**src/rtl/cpu_wb_arbiter_pkg.sv**
```systemverilog
// Shared types and constants for the mox125 Wishbone arbiter.
//   ARB_STATE_*   : arbiter state encoding
//   wb_req_t      : master-side request payload (cyc/stb/we/sel/adr/dat)
//   *_DFLT        : default watchdog and starvation limits
package cpu_wb_arbiter_pkg;

  localparam int unsigned ADR_W    = 32;
  localparam int unsigned DAT_W    = 32;
  localparam int unsigned SEL_W    = 4;
  localparam int unsigned STARVE_W = 4;
  localparam int unsigned TMO_W    = 8;

  localparam int unsigned TIMEOUT_CYCLES_DFLT = 255;
  localparam int unsigned STARVE_LIMIT_DFLT   = 4;

  typedef enum logic [1:0] {
    ARB_STATE_IDLE    = 2'b00,
    ARB_STATE_GRANT_D = 2'b01,
    ARB_STATE_GRANT_I = 2'b10
  } arb_state_e;

  typedef struct packed {
    logic             cyc;
    logic             stb;
    logic             we;
    logic [SEL_W-1:0] sel;
    logic [ADR_W-1:0] adr;
    logic [DAT_W-1:0] dat;
  } wb_req_t;

  // Saturating increment for the starvation counter.
  function automatic logic [STARVE_W-1:0] sat_inc(input logic [STARVE_W-1:0] v);
    return (&v) ? v : v + STARVE_W'(1);
  endfunction

endpackage

```
**src/rtl/cpu_wb_arbiter_if.sv**
```systemverilog
// Bundle of every bus signal around the arbiter: data requester (d_*),
// fetch requester (i_*) and the shared external master port (wb_*).
//   slave  : the arbiter's view (requests in, master port out)
//   master : the surrounding core/bus view (requests out, master port in)
interface cpu_wb_arbiter_if;
  import cpu_wb_arbiter_pkg::*;

  logic             d_cyc_i, d_stb_i, d_we_i;
  logic [SEL_W-1:0] d_sel_i;
  logic [ADR_W-1:0] d_adr_i;
  logic [DAT_W-1:0] d_dat_i, d_dat_o;
  logic             d_ack_o, d_err_o;

  logic             i_cyc_i, i_stb_i;
  logic [ADR_W-1:0] i_adr_i;
  logic [DAT_W-1:0] i_dat_o;
  logic             i_ack_o, i_err_o;

  logic             wb_cyc_o, wb_stb_o, wb_we_o;
  logic [SEL_W-1:0] wb_sel_o;
  logic [ADR_W-1:0] wb_adr_o;
  logic [DAT_W-1:0] wb_dat_o, wb_dat_i;
  logic             wb_ack_i, wb_err_i;

  modport slave (
    input  d_cyc_i, d_stb_i, d_we_i, d_sel_i, d_adr_i, d_dat_i,
    output d_dat_o, d_ack_o, d_err_o,
    input  i_cyc_i, i_stb_i, i_adr_i,
    output i_dat_o, i_ack_o, i_err_o,
    output wb_cyc_o, wb_stb_o, wb_we_o, wb_sel_o, wb_adr_o, wb_dat_o,
    input  wb_dat_i, wb_ack_i, wb_err_i
  );

  modport master (
    output d_cyc_i, d_stb_i, d_we_i, d_sel_i, d_adr_i, d_dat_i,
    input  d_dat_o, d_ack_o, d_err_o,
    output i_cyc_i, i_stb_i, i_adr_i,
    input  i_dat_o, i_ack_o, i_err_o,
    input  wb_cyc_o, wb_stb_o, wb_we_o, wb_sel_o, wb_adr_o, wb_dat_o,
    output wb_dat_i, wb_ack_i, wb_err_i
  );

endinterface

```
**src/rtl/cpu_wb_watchdog.sv**
```systemverilog
// Bus-timeout watchdog: counts stalled strobe cycles and flags an abort when
// the count reaches LIMIT.
//   clk_i, rst_i : clock, async active-high reset
//   stall_i      : strobe high with no ack/err this cycle
//   resp_i       : ack or err this cycle (a real response wins over expiry)
//   chg_i        : arbiter state is changing this cycle
//   expire_o     : abort this cycle (combinational)
module cpu_wb_watchdog
  import cpu_wb_arbiter_pkg::*;
#(
  parameter int unsigned LIMIT = TIMEOUT_CYCLES_DFLT
) (
  input  logic clk_i,
  input  logic rst_i,
  input  logic stall_i,
  input  logic resp_i,
  input  logic chg_i,
  output logic expire_o
);

  logic [TMO_W-1:0] tmo_cnt_q, tmo_cnt_d;

  // Expiry, then clear on any response, state change or expiry.
  always_comb begin
    expire_o  = (tmo_cnt_q == TMO_W'(LIMIT)) & ~resp_i;
    tmo_cnt_d = tmo_cnt_q;
    if (expire_o | resp_i | chg_i) begin
      tmo_cnt_d = '0;
    end else if (stall_i) begin
      tmo_cnt_d = tmo_cnt_q + TMO_W'(1);
    end
  end

  always_ff @(posedge clk_i or posedge rst_i) begin
    if (rst_i) begin
      tmo_cnt_q <= '0;
    end else begin
      tmo_cnt_q <= tmo_cnt_d;
    end
  end

endmodule

```
**src/rtl/cpu_wb_arbiter.sv**
```systemverilog
// Two-requester Wishbone arbiter: data stage wins by fixed priority, fetch is
// forced through after STARVE_LIMIT consecutive contested data grants. Each
// tenure lasts until the owner drops cyc; a watchdog aborts stalled accesses.
//   clk_i, rst_i : clock, async active-high reset
//   bus          : all d_*/i_*/wb_* signals (slave modport)
//   busy_o       : state is not IDLE
//   timeout_o    : one-cycle pulse on watchdog abort
module cpu_wb_arbiter
  import cpu_wb_arbiter_pkg::*;
#(
  parameter int unsigned TIMEOUT_CYCLES = TIMEOUT_CYCLES_DFLT,
  parameter int unsigned STARVE_LIMIT   = STARVE_LIMIT_DFLT
) (
  input  logic                   clk_i,
  input  logic                   rst_i,
  cpu_wb_arbiter_if.slave        bus,
  output logic                   busy_o,
  output logic                   timeout_o
);

  arb_state_e          state_q, state_d;
  logic [STARVE_W-1:0] starve_cnt_q, starve_cnt_d;

  logic    d_req, i_req;
  logic    expire, stall, resp, chg;
  wb_req_t d_side, i_side, owner;

  assign d_req = bus.d_cyc_i & bus.d_stb_i;
  assign i_req = bus.i_cyc_i & bus.i_stb_i;

  // Candidate master payloads; fetch is a full-word read.
  always_comb begin
    d_side = '{cyc: bus.d_cyc_i, stb: bus.d_stb_i, we: bus.d_we_i,
               sel: bus.d_sel_i, adr: bus.d_adr_i, dat: bus.d_dat_i};
    i_side = '{cyc: bus.i_cyc_i, stb: bus.i_stb_i, we: 1'b0,
               sel: {SEL_W{1'b1}}, adr: bus.i_adr_i, dat: {DAT_W{1'b0}}};
  end

  // Arbitration in IDLE only; a grant is held while the owner keeps cyc.
  always_comb begin
    state_d      = state_q;
    starve_cnt_d = starve_cnt_q;
    case (state_q)
      ARB_STATE_IDLE: begin
        if (d_req && !(i_req && (starve_cnt_q == STARVE_W'(STARVE_LIMIT)))) begin
          state_d = ARB_STATE_GRANT_D;
          if (i_req) begin
            starve_cnt_d = sat_inc(starve_cnt_q);
          end
        end else if (i_req) begin
          state_d      = ARB_STATE_GRANT_I;
          starve_cnt_d = '0;
        end
      end
      ARB_STATE_GRANT_D: if (!bus.d_cyc_i) state_d = ARB_STATE_IDLE;
      ARB_STATE_GRANT_I: if (!bus.i_cyc_i) state_d = ARB_STATE_IDLE;
      default:           state_d = ARB_STATE_IDLE;
    endcase
  end

  always_ff @(posedge clk_i or posedge rst_i) begin
    if (rst_i) begin
      state_q      <= ARB_STATE_IDLE;
      starve_cnt_q <= '0;
    end else begin
      state_q      <= state_d;
      starve_cnt_q <= starve_cnt_d;
    end
  end

  // Owner select; all-zero while idle.
  always_comb begin
    owner = '0;
    case (state_q)
      ARB_STATE_GRANT_D: owner = d_side;
      ARB_STATE_GRANT_I: owner = i_side;
      default:           owner = '0;
    endcase
  end

  assign resp  = bus.wb_ack_i | bus.wb_err_i;
  assign stall = owner.stb & ~resp;
  assign chg   = (state_d != state_q);

  cpu_wb_watchdog #(
    .LIMIT (TIMEOUT_CYCLES)
  ) u_wdog (
    .clk_i    (clk_i),
    .rst_i    (rst_i),
    .stall_i  (stall),
    .resp_i   (resp),
    .chg_i    (chg),
    .expire_o (expire)
  );

  // Master port; an abort drops cyc/stb for the expiry cycle.
  assign bus.wb_cyc_o = owner.cyc & ~expire;
  assign bus.wb_stb_o = owner.stb & ~expire;
  assign bus.wb_we_o  = owner.we;
  assign bus.wb_sel_o = owner.sel;
  assign bus.wb_adr_o = owner.adr;
  assign bus.wb_dat_o = owner.dat;

  // Return paths; only the owner sees ack/err.
  assign bus.d_dat_o = bus.wb_dat_i;
  assign bus.i_dat_o = bus.wb_dat_i;
  assign bus.d_ack_o = (state_q == ARB_STATE_GRANT_D) & bus.wb_ack_i;
  assign bus.d_err_o = (state_q == ARB_STATE_GRANT_D) & (bus.wb_err_i | expire);
  assign bus.i_ack_o = (state_q == ARB_STATE_GRANT_I) & bus.wb_ack_i;
  assign bus.i_err_o = (state_q == ARB_STATE_GRANT_I) & (bus.wb_err_i | expire);

  assign busy_o    = (state_q != ARB_STATE_IDLE);
  assign timeout_o = expire;

endmodule
```
**src/flat_wrapper.sv**
```systemverilog
// flat-port wrapper written by rule: the top's interface ports become plain ports
module cpu_wb_arbiter_flat import cpu_wb_arbiter_pkg::*;
#(
  parameter int unsigned TIMEOUT_CYCLES = TIMEOUT_CYCLES_DFLT,
  parameter int unsigned STARVE_LIMIT   = STARVE_LIMIT_DFLT
)
  (clk_i, rst_i, busy_o, timeout_o, bus_d_cyc_i, bus_d_stb_i, bus_d_we_i, bus_d_sel_i, bus_d_adr_i, bus_d_dat_i, bus_d_dat_o, bus_d_ack_o, bus_d_err_o, bus_i_cyc_i, bus_i_stb_i, bus_i_adr_i, bus_i_dat_o, bus_i_ack_o, bus_i_err_o, bus_wb_cyc_o, bus_wb_stb_o, bus_wb_we_o, bus_wb_sel_o, bus_wb_adr_o, bus_wb_dat_o, bus_wb_dat_i, bus_wb_ack_i, bus_wb_err_i);
  cpu_wb_arbiter_if bus_i ();
  input  logic clk_i;
  input  logic rst_i;
  output logic busy_o;
  output logic timeout_o;
  input wire logic [$bits(bus_i.d_cyc_i)-1:0] bus_d_cyc_i;
  input wire logic [$bits(bus_i.d_stb_i)-1:0] bus_d_stb_i;
  input wire logic [$bits(bus_i.d_we_i)-1:0] bus_d_we_i;
  input wire logic [$bits(bus_i.d_sel_i)-1:0] bus_d_sel_i;
  input wire logic [$bits(bus_i.d_adr_i)-1:0] bus_d_adr_i;
  input wire logic [$bits(bus_i.d_dat_i)-1:0] bus_d_dat_i;
  output wire logic [$bits(bus_i.d_dat_o)-1:0] bus_d_dat_o;
  output wire logic [$bits(bus_i.d_ack_o)-1:0] bus_d_ack_o;
  output wire logic [$bits(bus_i.d_err_o)-1:0] bus_d_err_o;
  input wire logic [$bits(bus_i.i_cyc_i)-1:0] bus_i_cyc_i;
  input wire logic [$bits(bus_i.i_stb_i)-1:0] bus_i_stb_i;
  input wire logic [$bits(bus_i.i_adr_i)-1:0] bus_i_adr_i;
  output wire logic [$bits(bus_i.i_dat_o)-1:0] bus_i_dat_o;
  output wire logic [$bits(bus_i.i_ack_o)-1:0] bus_i_ack_o;
  output wire logic [$bits(bus_i.i_err_o)-1:0] bus_i_err_o;
  output wire logic [$bits(bus_i.wb_cyc_o)-1:0] bus_wb_cyc_o;
  output wire logic [$bits(bus_i.wb_stb_o)-1:0] bus_wb_stb_o;
  output wire logic [$bits(bus_i.wb_we_o)-1:0] bus_wb_we_o;
  output wire logic [$bits(bus_i.wb_sel_o)-1:0] bus_wb_sel_o;
  output wire logic [$bits(bus_i.wb_adr_o)-1:0] bus_wb_adr_o;
  output wire logic [$bits(bus_i.wb_dat_o)-1:0] bus_wb_dat_o;
  input wire logic [$bits(bus_i.wb_dat_i)-1:0] bus_wb_dat_i;
  input wire logic [$bits(bus_i.wb_ack_i)-1:0] bus_wb_ack_i;
  input wire logic [$bits(bus_i.wb_err_i)-1:0] bus_wb_err_i;
  assign bus_i.d_cyc_i = bus_d_cyc_i;
  assign bus_i.d_stb_i = bus_d_stb_i;
  assign bus_i.d_we_i = bus_d_we_i;
  assign bus_i.d_sel_i = bus_d_sel_i;
  assign bus_i.d_adr_i = bus_d_adr_i;
  assign bus_i.d_dat_i = bus_d_dat_i;
  assign bus_d_dat_o = bus_i.d_dat_o;
  assign bus_d_ack_o = bus_i.d_ack_o;
  assign bus_d_err_o = bus_i.d_err_o;
  assign bus_i.i_cyc_i = bus_i_cyc_i;
  assign bus_i.i_stb_i = bus_i_stb_i;
  assign bus_i.i_adr_i = bus_i_adr_i;
  assign bus_i_dat_o = bus_i.i_dat_o;
  assign bus_i_ack_o = bus_i.i_ack_o;
  assign bus_i_err_o = bus_i.i_err_o;
  assign bus_wb_cyc_o = bus_i.wb_cyc_o;
  assign bus_wb_stb_o = bus_i.wb_stb_o;
  assign bus_wb_we_o = bus_i.wb_we_o;
  assign bus_wb_sel_o = bus_i.wb_sel_o;
  assign bus_wb_adr_o = bus_i.wb_adr_o;
  assign bus_wb_dat_o = bus_i.wb_dat_o;
  assign bus_i.wb_dat_i = bus_wb_dat_i;
  assign bus_i.wb_ack_i = bus_wb_ack_i;
  assign bus_i.wb_err_i = bus_wb_err_i;
  cpu_wb_arbiter #(.TIMEOUT_CYCLES(TIMEOUT_CYCLES), .STARVE_LIMIT(STARVE_LIMIT)) u_core (.clk_i(clk_i), .rst_i(rst_i), .bus(bus_i), .busy_o(busy_o), .timeout_o(timeout_o));
endmodule
```
**config.mk**
```make
export PLATFORM = sky130hd
export DESIGN_NAME = cpu_wb_arbiter_flat
export DESIGN_NICKNAME = d
export VERILOG_FILES = /design/src/rtl/cpu_wb_arbiter_pkg.sv /design/src/rtl/cpu_wb_arbiter_if.sv /design/src/rtl/cpu_wb_watchdog.sv /design/src/rtl/cpu_wb_arbiter.sv /design/src/flat_wrapper.sv
export SDC_FILE = /design/constraint.sdc
export NUM_CORES = 1
export LEC_CHECK = 0
export ABC_CLOCK_PERIOD_IN_PS = 3500
export BUFFER_PORTS_ARGS = -buffer_cell sky130_fd_sc_hd__buf_4
export CORE_AREA = 2 2 109 111
export DETAILED_ROUTE_END_ITERATION = 7
export DIE_AREA = 0 0 111 113
export PLACE_DENSITY_LB_ADDON = 0.25
export RECOVER_POWER = 50
export SYNTH_ARGS = -nofsm -noshare
export SYNTH_HDL_FRONTEND = slang
export SYNTH_SLANG_ARGS = --single-unit
```
**constraint.sdc**
```tcl
create_clock -name clk_i -period 3.5 [get_ports clk_i]
set_input_delay 0.7 -clock clk_i [delete_from_list [all_inputs] [get_ports clk_i]]
set_output_delay 0.7 -clock clk_i [all_outputs]
set_load 0.005 [all_outputs]
```
==> results of run 1 <==
worst max-delay path, cell delays in order (launching register included):
cell and delay (ns):
dfrtp_1 0.43, inv_1 0.13, ha_1 0.30, and2_1 0.16, buf_4 0.34, a22o_1 0.25
buf_4 0.13
flip-flops by register name (all words and copies together) (netlist names):
| name | cells |
|---|---|
| u_core.u_wdog.tmo_cnt_q | 8 |
| u_core.starve_cnt_q | 4 |
| u_core.state_q | 2 |
final cells by class:
| class | count | area share (%) |
|---|---|---|
| repair buffers | 189 | 44.0 |
| multi-input cells | 157 | 35.8 |
| flip-flops and latches | 14 | 10.9 |
| well taps | 143 | 5.54 |
| clock buffers | 4 | 2.75 |
| inverters | 9 | 1.05 |
cell usage after synthesis, types with 3 or more instances:
library cell,n,area (µm²)
xnor2_1,3,26.3
nand2_1,8,30.0
nand3_1,5,25.0
nor2_1,4,15.0
and3_1,35,219
a21oi_1,5,25.0
ha_1,7,87.6
and2_1,5,31.3
a21o_1,4,30.0
clkbuf_1,14,52.6
inv_1,9,33.8
buf_4,65,488
o21ai_0,3,15.0
nor3_1,3,15.0
nor3_2,9,90.1
dfrtp_1,14,350
o21a_1,3,22.5
a22o_1,35,307
o21ai_1,4,20.0
xor2_1,4,35.0
layer usage:
metal / GRT usage (%) / part of all wire, %
met4: 1.92 / 0.82
met1: 14.0 / 40
met5: 0 / 0
met3: 3.16 / 8.0
met2: 20.3 / 52
kinds of logic after synthesis:
family / count (synthesis) / synth area share, %
buf+inv: 89 / 27.8
simple gates: 81 / 24.8
compound gates: 61 / 23.0
flops: 14 / 16.8
mux: 1 / 0.480
xor+xnor: 7 / 2.94
fa+ha+maj: 7 / 4.20
report_power, final:
part	internal [mW]	total [mW]	switching, mW
Clock	0.173	0.241	0.0676
Sequential	0.181	0.206	0.0248
Combinational	0.497	0.977	0.480
Total	0.851	1.42	0.572
final timing paths:
check                                                   to  slack [ns]  cells after the start
worst max-delay path                      bus_wb_adr_o[11]        0.79                      6
worst min-delay path            u_core.u_wdog.tmo_cnt_q[0]        0.51                      2
worst max register to register  u_core.u_wdog.tmo_cnt_q[5]        1.39                      7
worst min register to register      u_core.starve_cnt_q[0]        0.54                      1
max in group asynchronous           u_core.starve_cnt_q[3]        2.61                      2
min in group clk_i                  u_core.starve_cnt_q[0]        0.54                      1
cell usage in the layout, fill, tap and decap left out, types with 2 or more instances in the layout:
cell type and instances:
o21ai_0 5, nor3_2 9, nand3_1 5, a22o_1 35
and3_1 35, nor2_1 4, a21o_1 4, o21ai_1 2
nand2_1 8, xor2_1 4, buf_4 188, o21a_1 3
ha_1 7, a21oi_1 5, xnor2_1 3, a22oi_1 2
nor3_1 3, inv_1 9, dfrtp_1 14, nand4_1 2
clkbuf_16 3, and2_1 5
through the flow:
step	area [µm²]	instances	setup slack (ns)	hold WS (ns)	util (%)
after global placement	3140	512	1.09	0.530	27.8
after global routing	3230	516	0.629	0.584	28.6
after CTS	3230	516	0.766	0.540	28.6
final	3230	516	0.788	0.514	28.6
after detailed placement	3140	512	1.04	0.532	27.8
after floorplan	2090	260	1.15	0.492	-
==> out/metrics.cfg, run 1 <==
[power]
power_density_nw_per_um2 = 441
fin_total_pwr_mw = 1.42
ir_drop_v = 0.000145
leakagePower_nw = 1.78

[timing]
rsz0062_at_grt = no
relSlewSlack_pct = 58.6
hold_viol = 0
period_share_pct = 77.5
fin_crit_ns = 2.71
setup_tns_ns = 0
fmax_ghz = 0.369
drv_slew = 0
tightest_slew_ns = 0.621
finClkSkew_ns = 0.00407
setup_viol = 0

[floorplan]
core_um2 = 11300
die_y_um = 113
start_util_pct = 18.5
rows = 39
fp.dieW_um = 111
ioPinCount = 282
die-area_um2 = 12500

[drt]
drtIter0Drc = 125
drc_errors = 0
ant_nets = 0
wl_per_cell_um = 15.0
drt-total-wl_um = 7720
viasPerCell = 4.31
vias = 2222
first_pass_iters = 4

[global_route]
antenna_found_initial = 0
grt_pass1_wl_um = 11600
grt_overflow = 0
grt_util_all_layers_pct = 11.4
grt_max_degree = 40
grt_pass1_vias = 2125

[clock_network]
clk_pin_slew_ns = 0.05
cts_root_buffer = clkbuf_16
tritoncts = yes
cts_sinks = 14
cts_buffer_depth = 2
ctsResizeCount = 0
clkLatencyLatePin_ns = 0.25
cts-htree-levels = 1
cts_buffers = 3
ctsHoldBuffers = 0
cts_setup_buffers = 0

[final_layout]
nets = 522
multi_input_area_um2 = 1160
antenna_cells = 0
area_growth_syn_to_layout_pct = 54.7
regArea_um2 = 350
fillers = 1236
drive_gt1_share_pct = 54.7

[yosys]
synth-async-reset-ratio_pct = 100
syn_area_um2 = 2090
avgSynthCellArea_um2 = 8.02
synthCells = 260
yosysUniqueCellTypes = 39
synth-seq-area-share_pct = 16.8
synth-edff-count = 0
syn_nets = 408
ys_warn_count = 0
yosys_most_used_dff = dfrtp_1
ys_seq_elements = 14

[min_path]
hold_class = primary input to asynchronous set/reset pin

[setup_path]
path_max_fanout = 36
required_ns = 2.80
end_kind = output port
r2r_start = u_core.state_q[0]
critPathKind = flip-flop to output port
critPathLaunchType = flip-flop
critPathLaunch = u_core.state_q[0]
critPathArrivalTime_ns = 2.01

[placed_design]
dp_hpwl_um = 6260
place.gp.congestion = 0.807
portBuffers = 185

[status]
status = finished, final reports clean

[flow_run]
maxCapViolCount = 0

Power figures use the tool's default switching activity.
==> run 2: changes to the inputs <==
--- a/config.mk
+++ b/config.mk
@@ -5,7 +5,7 @@
 export SDC_FILE = /design/constraint.sdc
 export NUM_CORES = 1
 export LEC_CHECK = 0
-export ABC_CLOCK_PERIOD_IN_PS = 3500
+export ABC_CLOCK_PERIOD_IN_PS = 2700
 export BUFFER_PORTS_ARGS = -buffer_cell sky130_fd_sc_hd__buf_4
 export CORE_AREA = 2 2 109 111
 export DETAILED_ROUTE_END_ITERATION = 7
==> constraint.sdc (replaced) <==
create_clock -name clk_i -period 2.7 [get_ports clk_i]
set_input_delay 0.54 -clock clk_i [delete_from_list [all_inputs] [get_ports clk_i]]
set_output_delay 0.54 -clock clk_i [all_outputs]
set_load 0.005 [all_outputs]
==> run 2 against run 1 <==
  * Clock power rose by 31%
  * Global-route usage rose by 0.32 points
  * Count of clock-buffer cells in the layout did not move
  * Sequential cell count did not move
  * First-iteration DRC count fell by 6.4%
  * Total power rose by 31%
  * Sequential power rose by 29%
  * Combinational power rose by 31%
  * Routed wire length rose by 2.1%
  * Worst setup slack got worse by 0.63 ns
  * Die area did not move
  * Core utilization did not move
  * Largest power group unchanged
  * Highest routed layer unchanged
==> out/metrics.cfg, run 2 (synthesis gave the netlist of run 1 again) <==
[floorplan]
rows = 39
fp.dieW_um = 111
ioPinCount = 282
die-area_um2 = 12500
start_util_pct = 18.5
die_y_um = 113
core_um2 = 11300

[placed_design]
portBuffers = 185
dp_hpwl_um = 6390
place.gp.congestion = 0.810

[power]
leakagePower_nw = 1.77
ir_drop_v = 0.000202
pwr-share-comb_pct = 68.7
p_sw_mw = 0.759
power_density_nw_per_um2 = 576
p_int_mw = 1.10
swShare_pct = 40.8
p_seq_share_pct = 14.3
p_clk_share_pct = 17.0

[flow_run]
maxCapViolCount = 0

[setup_path]
path_common_cell = buf_4
crit_slowest_cell = dfrtp_1
r2r-end = u_core.u_wdog.tmo_cnt_q[0]
critPathArrivalTime_ns = 2.01
required_ns = 2.16
path_max_fanout = 36
end_kind = output port
critPathLaunchType = flip-flop
slowest_delay_ns = 0.43
r2r_start = u_core.state_q[1]
reg2reg_setup_slack_ns = 0.56
cp_top_family = buffers and inverters
rr_worst_depth = 7
worstPathCellList = inv_1, ha_1, and2_1, buf_4, a22o_1, buf_4
critPathKind = flip-flop to output port
worst-path-buf-inv = 3

[min_path]
hold_class = primary input to asynchronous set/reset pin

[final_layout]
layout_commonest_cell = buf_4
drive_gt1_share_pct = 54.4
area_growth_syn_to_layout_pct = 54.7
multi_input_area_um2 = 1160
final_util_pct = 28.6
regArea_um2 = 350
top_regs = u_core.u_wdog.tmo_cnt_q: 8 flops, u_core.starve_cnt_q: 4 flops, u_core.state_q: 2 flops
antenna_cells = 0
fillers = 1219
nets = 522
regMostFlops = u_core.u_wdog.tmo_cnt_q
layout_common_cells = buf_4, a22o_1, and3_1
largest_reg_flops = 8

[timing]
hold_viol = 0
relSlewSlack_pct = 56.5
setup_viol = 0
holdWs_ns = 0.352
period_share_pct = 94.3
rsz0062_at_grt = no
drv_slew = 0
fmax_ghz = 0.393
setup_tns_ns = 0
finClkSkew_ns = 0.000688
tightest_slew_ns = 0.653
fin_crit_ns = 2.55

[drt]
first_pass_iters = 4
viasPerCell = 4.43
drc_errors = 0
vias = 2285
drtIter0Drc = 117
wl_per_cell_um = 15.3
drt-total-wl_um = 7880
ant_nets = 0

[global_route]
antenna_found_initial = 0
grt_max_degree = 40
grt_pass1_vias = 2217
grt_util_all_layers_pct = 11.7
grt_pass1_wl_um = 11900
grt_overflow = 0

[clock_network]
cts-htree-levels = 1
cts_sinks = 14
ctsHoldBuffers = 0
clkLatencyLatePin_ns = 0.25
tritoncts = yes
cts_buffer_depth = 2
cts_buffers = 3
clk_pin_slew_ns = 0.05
cts_root_buffer = clkbuf_16

[status]
status = finished, final reports clean

## run 2: cell count changes in the layout (fill, tap and decap cells not counted)
cell      delta
o21ai_1      +1
o21ai_0      -1
buf_6        +1
buf_4        -2
clkbuf_1     +1
## run 2: layer usage
metal / track usage (%) / vias to the layer above / part of all wire, %
li1: - / 1098 / -
met1: 13.8 / 1062 / 38
met2: 21.1 / 111 / 53
met3: 3.27 / 14 / 8.1
met4: 2.92 / 0 / 1.1
met5: 0 / - / 0
## run 2: power by group through the flow
stage	combinational (mW)	clock, mW	sequential [mW]
finish	1.28	0.316	0.265
global route	1.42	0.330	0.271
CTS	1.30	0.322	0.266
detailed placement	1.30	0	0.269
global placement	1.28	0	0.268
floorplan	0.722	0	0.262
## run 2: how the worst max path moves through the flow
stage | endpoint | start | cells after the start | slack (ns)
floorplan | bus_wb_adr_o[0] | u_core.state_q[0] | 6 | 0.51
global placement | bus_wb_adr_o[11] | u_core.state_q[0] | 6 | 0.44
detailed placement | bus_wb_adr_o[11] | u_core.state_q[0] | 6 | 0.39
CTS | bus_wb_adr_o[11] | u_core.state_q[0] | 6 | 0.12
global route | bus_wb_adr_o[11] | u_core.state_q[0] | 6 | 0.002
finish | bus_wb_adr_o[11] | u_core.state_q[0] | 6 | 0.15
## run 2: cell type report
| cell class | instances | area share, % |
|---|---|---|
| inverter | 9 | 1.05 |
| multi-input combinational | 157 | 35.8 |
| tap | 143 | 5.54 |
| clock buffer | 4 | 2.75 |
| timing repair buffer | 189 | 44.0 |
| sequential | 14 | 10.9 |
## run 2: what timing repair did
item / CTS / global route
endpoints found under the setup margin: 0 / 2
gates resized for setup: 0 / 1
setup buffers: 0 / 0
## run 2: through the flow
stage / setup WS, ns / instances / area [µm²] / power, mW
after floorplan: 0.507 / 260 / 2090 / 0.985
after global placement: 0.437 / 512 / 3140 / 1.55
after detailed placement: 0.390 / 512 / 3140 / 1.57
after CTS: 0.119 / 516 / 3230 / 1.89
after global routing: 0.00193 / 516 / 3230 / 2.02
final: 0.154 / 516 / 3230 / 1.86
==> run 3: changes to the inputs <==
--- a/config.mk
+++ b/config.mk
@@ -5,11 +5,12 @@
 export SDC_FILE = /design/constraint.sdc
 export NUM_CORES = 1
 export LEC_CHECK = 0
+export ABC_AREA = 1
 export ABC_CLOCK_PERIOD_IN_PS = 2700
 export BUFFER_PORTS_ARGS = -buffer_cell sky130_fd_sc_hd__buf_4
-export CORE_AREA = 2 2 109 111
+export CORE_AREA = 2 2 111 113
 export DETAILED_ROUTE_END_ITERATION = 7
-export DIE_AREA = 0 0 111 113
+export DIE_AREA = 0 0 113 115
 export PLACE_DENSITY_LB_ADDON = 0.25
 export RECOVER_POWER = 50
 export SYNTH_ARGS = -nofsm -noshare
==> run 3 against run 2 <==
  * The run now ends with design-rule violations left
  * Combinational power rose by 16%
  * Sequential cell count did not move
  * First-iteration DRC count rose by 6.0%
  * Critical path type unchanged
  * Critical endpoint is now bus_wb_adr_o[12]
==> out/metrics.cfg, run 3 <==
[status]
status = finished, violations left
failed_checks = design-rule violations

[setup_path]
worstPathCellList = inv_1, ha_2, buf_12, nand3_1, nand2_1, buf_4
critPathKind = flip-flop to output port
path_max_fanout = 66
slowest_delay_ns = 0.46
critPathArrivalTime_ns = 1.97
critPathLaunchType = flip-flop
required_ns = 2.16
end_kind = output port
crit_slowest_cell = dfrtp_1

[timing]
hold_viol = 0
fin_crit_ns = 2.51
fmax_ghz = 0.398
setup_tns_ns = 0
period_share_pct = 93.0
rsz0062_at_grt = no
holdWs_ns = 0.353
layout_setup_ws_ns = 0.188
tightest_slew_ns = 0.585
drv_slew = 0
finClkSkew_ns = 0.00155
setup_viol = 0
relSlewSlack_pct = 60.9

[final_layout]
largest_reg_flops = 8
regArea_um2 = 350
regMostFlops = u_core.u_wdog.tmo_cnt_q
top_regs = u_core.u_wdog.tmo_cnt_q: 8 flops, u_core.starve_cnt_q: 4 flops, u_core.state_q: 2 flops
area_growth_syn_to_layout_pct = 49.9
fillers = 1322
drive_gt1_share_pct = 41.6
nets = 642
layout_commonest_cell = buf_4
antenna_cells = 0
final_util_pct = 28.9
multi_input_area_um2 = 1150
final_area_um2 = 3420
finalNonFillerCells = 640
layout_common_cells = buf_4, nand3_1, nand2_1

[yosys]
yosysUniqueCellTypes = 25
avgSynthCellArea_um2 = 5.95
synth-seq-area-share_pct = 15.4
synthCells = 383
synth_common_cells = nand3_1, buf_4, nand2_1, inv_1, nor2_1
syn_nets = 531
synth-edff-count = 0
synth_area_leaders = buf_4, nand3_1, dfrtp_1
synth_most_common_cell = nand3_1
syn_area_um2 = 2280
synth-async-reset-ratio_pct = 100
yosys.area.top_type = buf_4
ys_warn_count = 0
yosys_most_used_dff = dfrtp_1
ys_seq_elements = 14
synth_top_area_share_pct = 21.7

[power]
ir_drop_v = 0.000523
p_int_mw = 1.11
p_clk_share_pct = 15.6
pwr-share-comb_pct = 71.3
swShare_pct = 46.8
leakagePower_nw = 2.04
power_density_nw_per_um2 = 611
fin_total_pwr_mw = 2.09
p_seq_share_pct = 13.1
p_sw_mw = 0.977

[flow_run]
maxCapViolCount = 0

[drt]
viasPerCell = 4.13
drc_errors = 20
drt-total-wl_um = 8040
vias = 2641
drtIter0Drc = 124
wl_per_cell_um = 12.6
first_pass_iters = 7
ant_nets = 0

[placed_design]
portBuffers = 185
pre_cts_slack_ns = 0.471
place.gp.congestion = 0.754
dpl.cell_count = 636
placed_area_um2 = 3340
dp_hpwl_um = 6480

[floorplan]
start_util_pct = 19.3
fp.dieW_um = 113
die-area_um2 = 13000
die_y_um = 115
core_um2 = 11800
rows = 40
ioPinCount = 282

[global_route]
antenna_found_initial = 0
grt_max_degree = 67
grt_pass1_wl_um = 11400
grt_util_all_layers_pct = 10.7
grt_overflow = 0
grt_pass1_vias = 2349

[clock_network]
cts_root_buffer = clkbuf_16
cts_sinks = 14
cts-htree-levels = 1
tritoncts = yes
cts_buffers = 3
cts_buffer_depth = 2
ctsResizeCount = 0
cts_setup_buffers = 0
clk_pin_slew_ns = 0.05
clkLatencyLatePin_ns = 0.25
ctsHoldBuffers = 0

[min_path]
hold_class = primary input to asynchronous set/reset pin

==> run 3: cells by family (layout without fill, tap and decap cells) <==
| group | count (synthesis) | after routing | share of synthesized area [%] |
|---|---|---|---|
| flops | 14 | 14 | 15.4 |
| xor+xnor | 7 | 7 | 2.69 |
| mux | 1 | 1 | 0.494 |
| fa+ha+maj | 7 | 7 | 3.84 |
| buf+inv | 140 | 250 | 34.0 |
| simple gates | 205 | 205 | 41.4 |
| compound gates | 9 | 9 | 2.25 |
==> run 3: power by group through the flow <==
stage          combinational [mW]  clock (mW)  sequential, mW
6_report                     1.49       0.325           0.275
3_5_place_dp                 1.51           0           0.278
3_3_place_gp                 1.50           0           0.274
2_1_floorplan               0.886           0           0.269
4_1_cts                      1.52       0.329           0.274
5_1_grt                      1.65       0.334           0.279
==> run 3: routing by layer <==
layer,track usage (%),vias up,wire [µm]
met3,1.79,11,658
met1,11.2,1171,2830
met2,21.8,118,4430
met4,2.68,0,118
met5,0,-,0
li1,-,1341,-
==> run 3: layout make-up <==
class / instances / area share (%)
well taps: 147 / 5.38
inverters: 57 / 6.26
repair buffers: 189 / 41.9
clock buffers: 4 / 2.60
flip-flops and latches: 14 / 10.2
multi-input cells: 229 / 33.6
==> run 3: final timing paths <==
check / endpoint / cells after the start / from / slack, ns
max: bus_wb_adr_o[12] / 6 / u_core.state_q[1] / 0.19
min: u_core.starve_cnt_q[1] / 2 / rst_i / 0.35
max reg2reg: u_core.starve_cnt_q[3] / 8 / u_core.state_q[1] / 0.73
min reg2reg: u_core.starve_cnt_q[2] / 2 / u_core.starve_cnt_q[2] / 0.58
max in group asynchronous: u_core.u_wdog.tmo_cnt_q[6] / 2 / rst_i / 1.96
min in group clk_i: u_core.starve_cnt_q[2] / 2 / u_core.starve_cnt_q[2] / 0.58
==> run 3: worst max-delay path: cells and delay by family (launching register included) <==
kind	cells	cell delay (ns)
fa+ha+maj	1	0.44
simple gates	2	0.26
buf+inv	3	0.50
flops	1	0.46
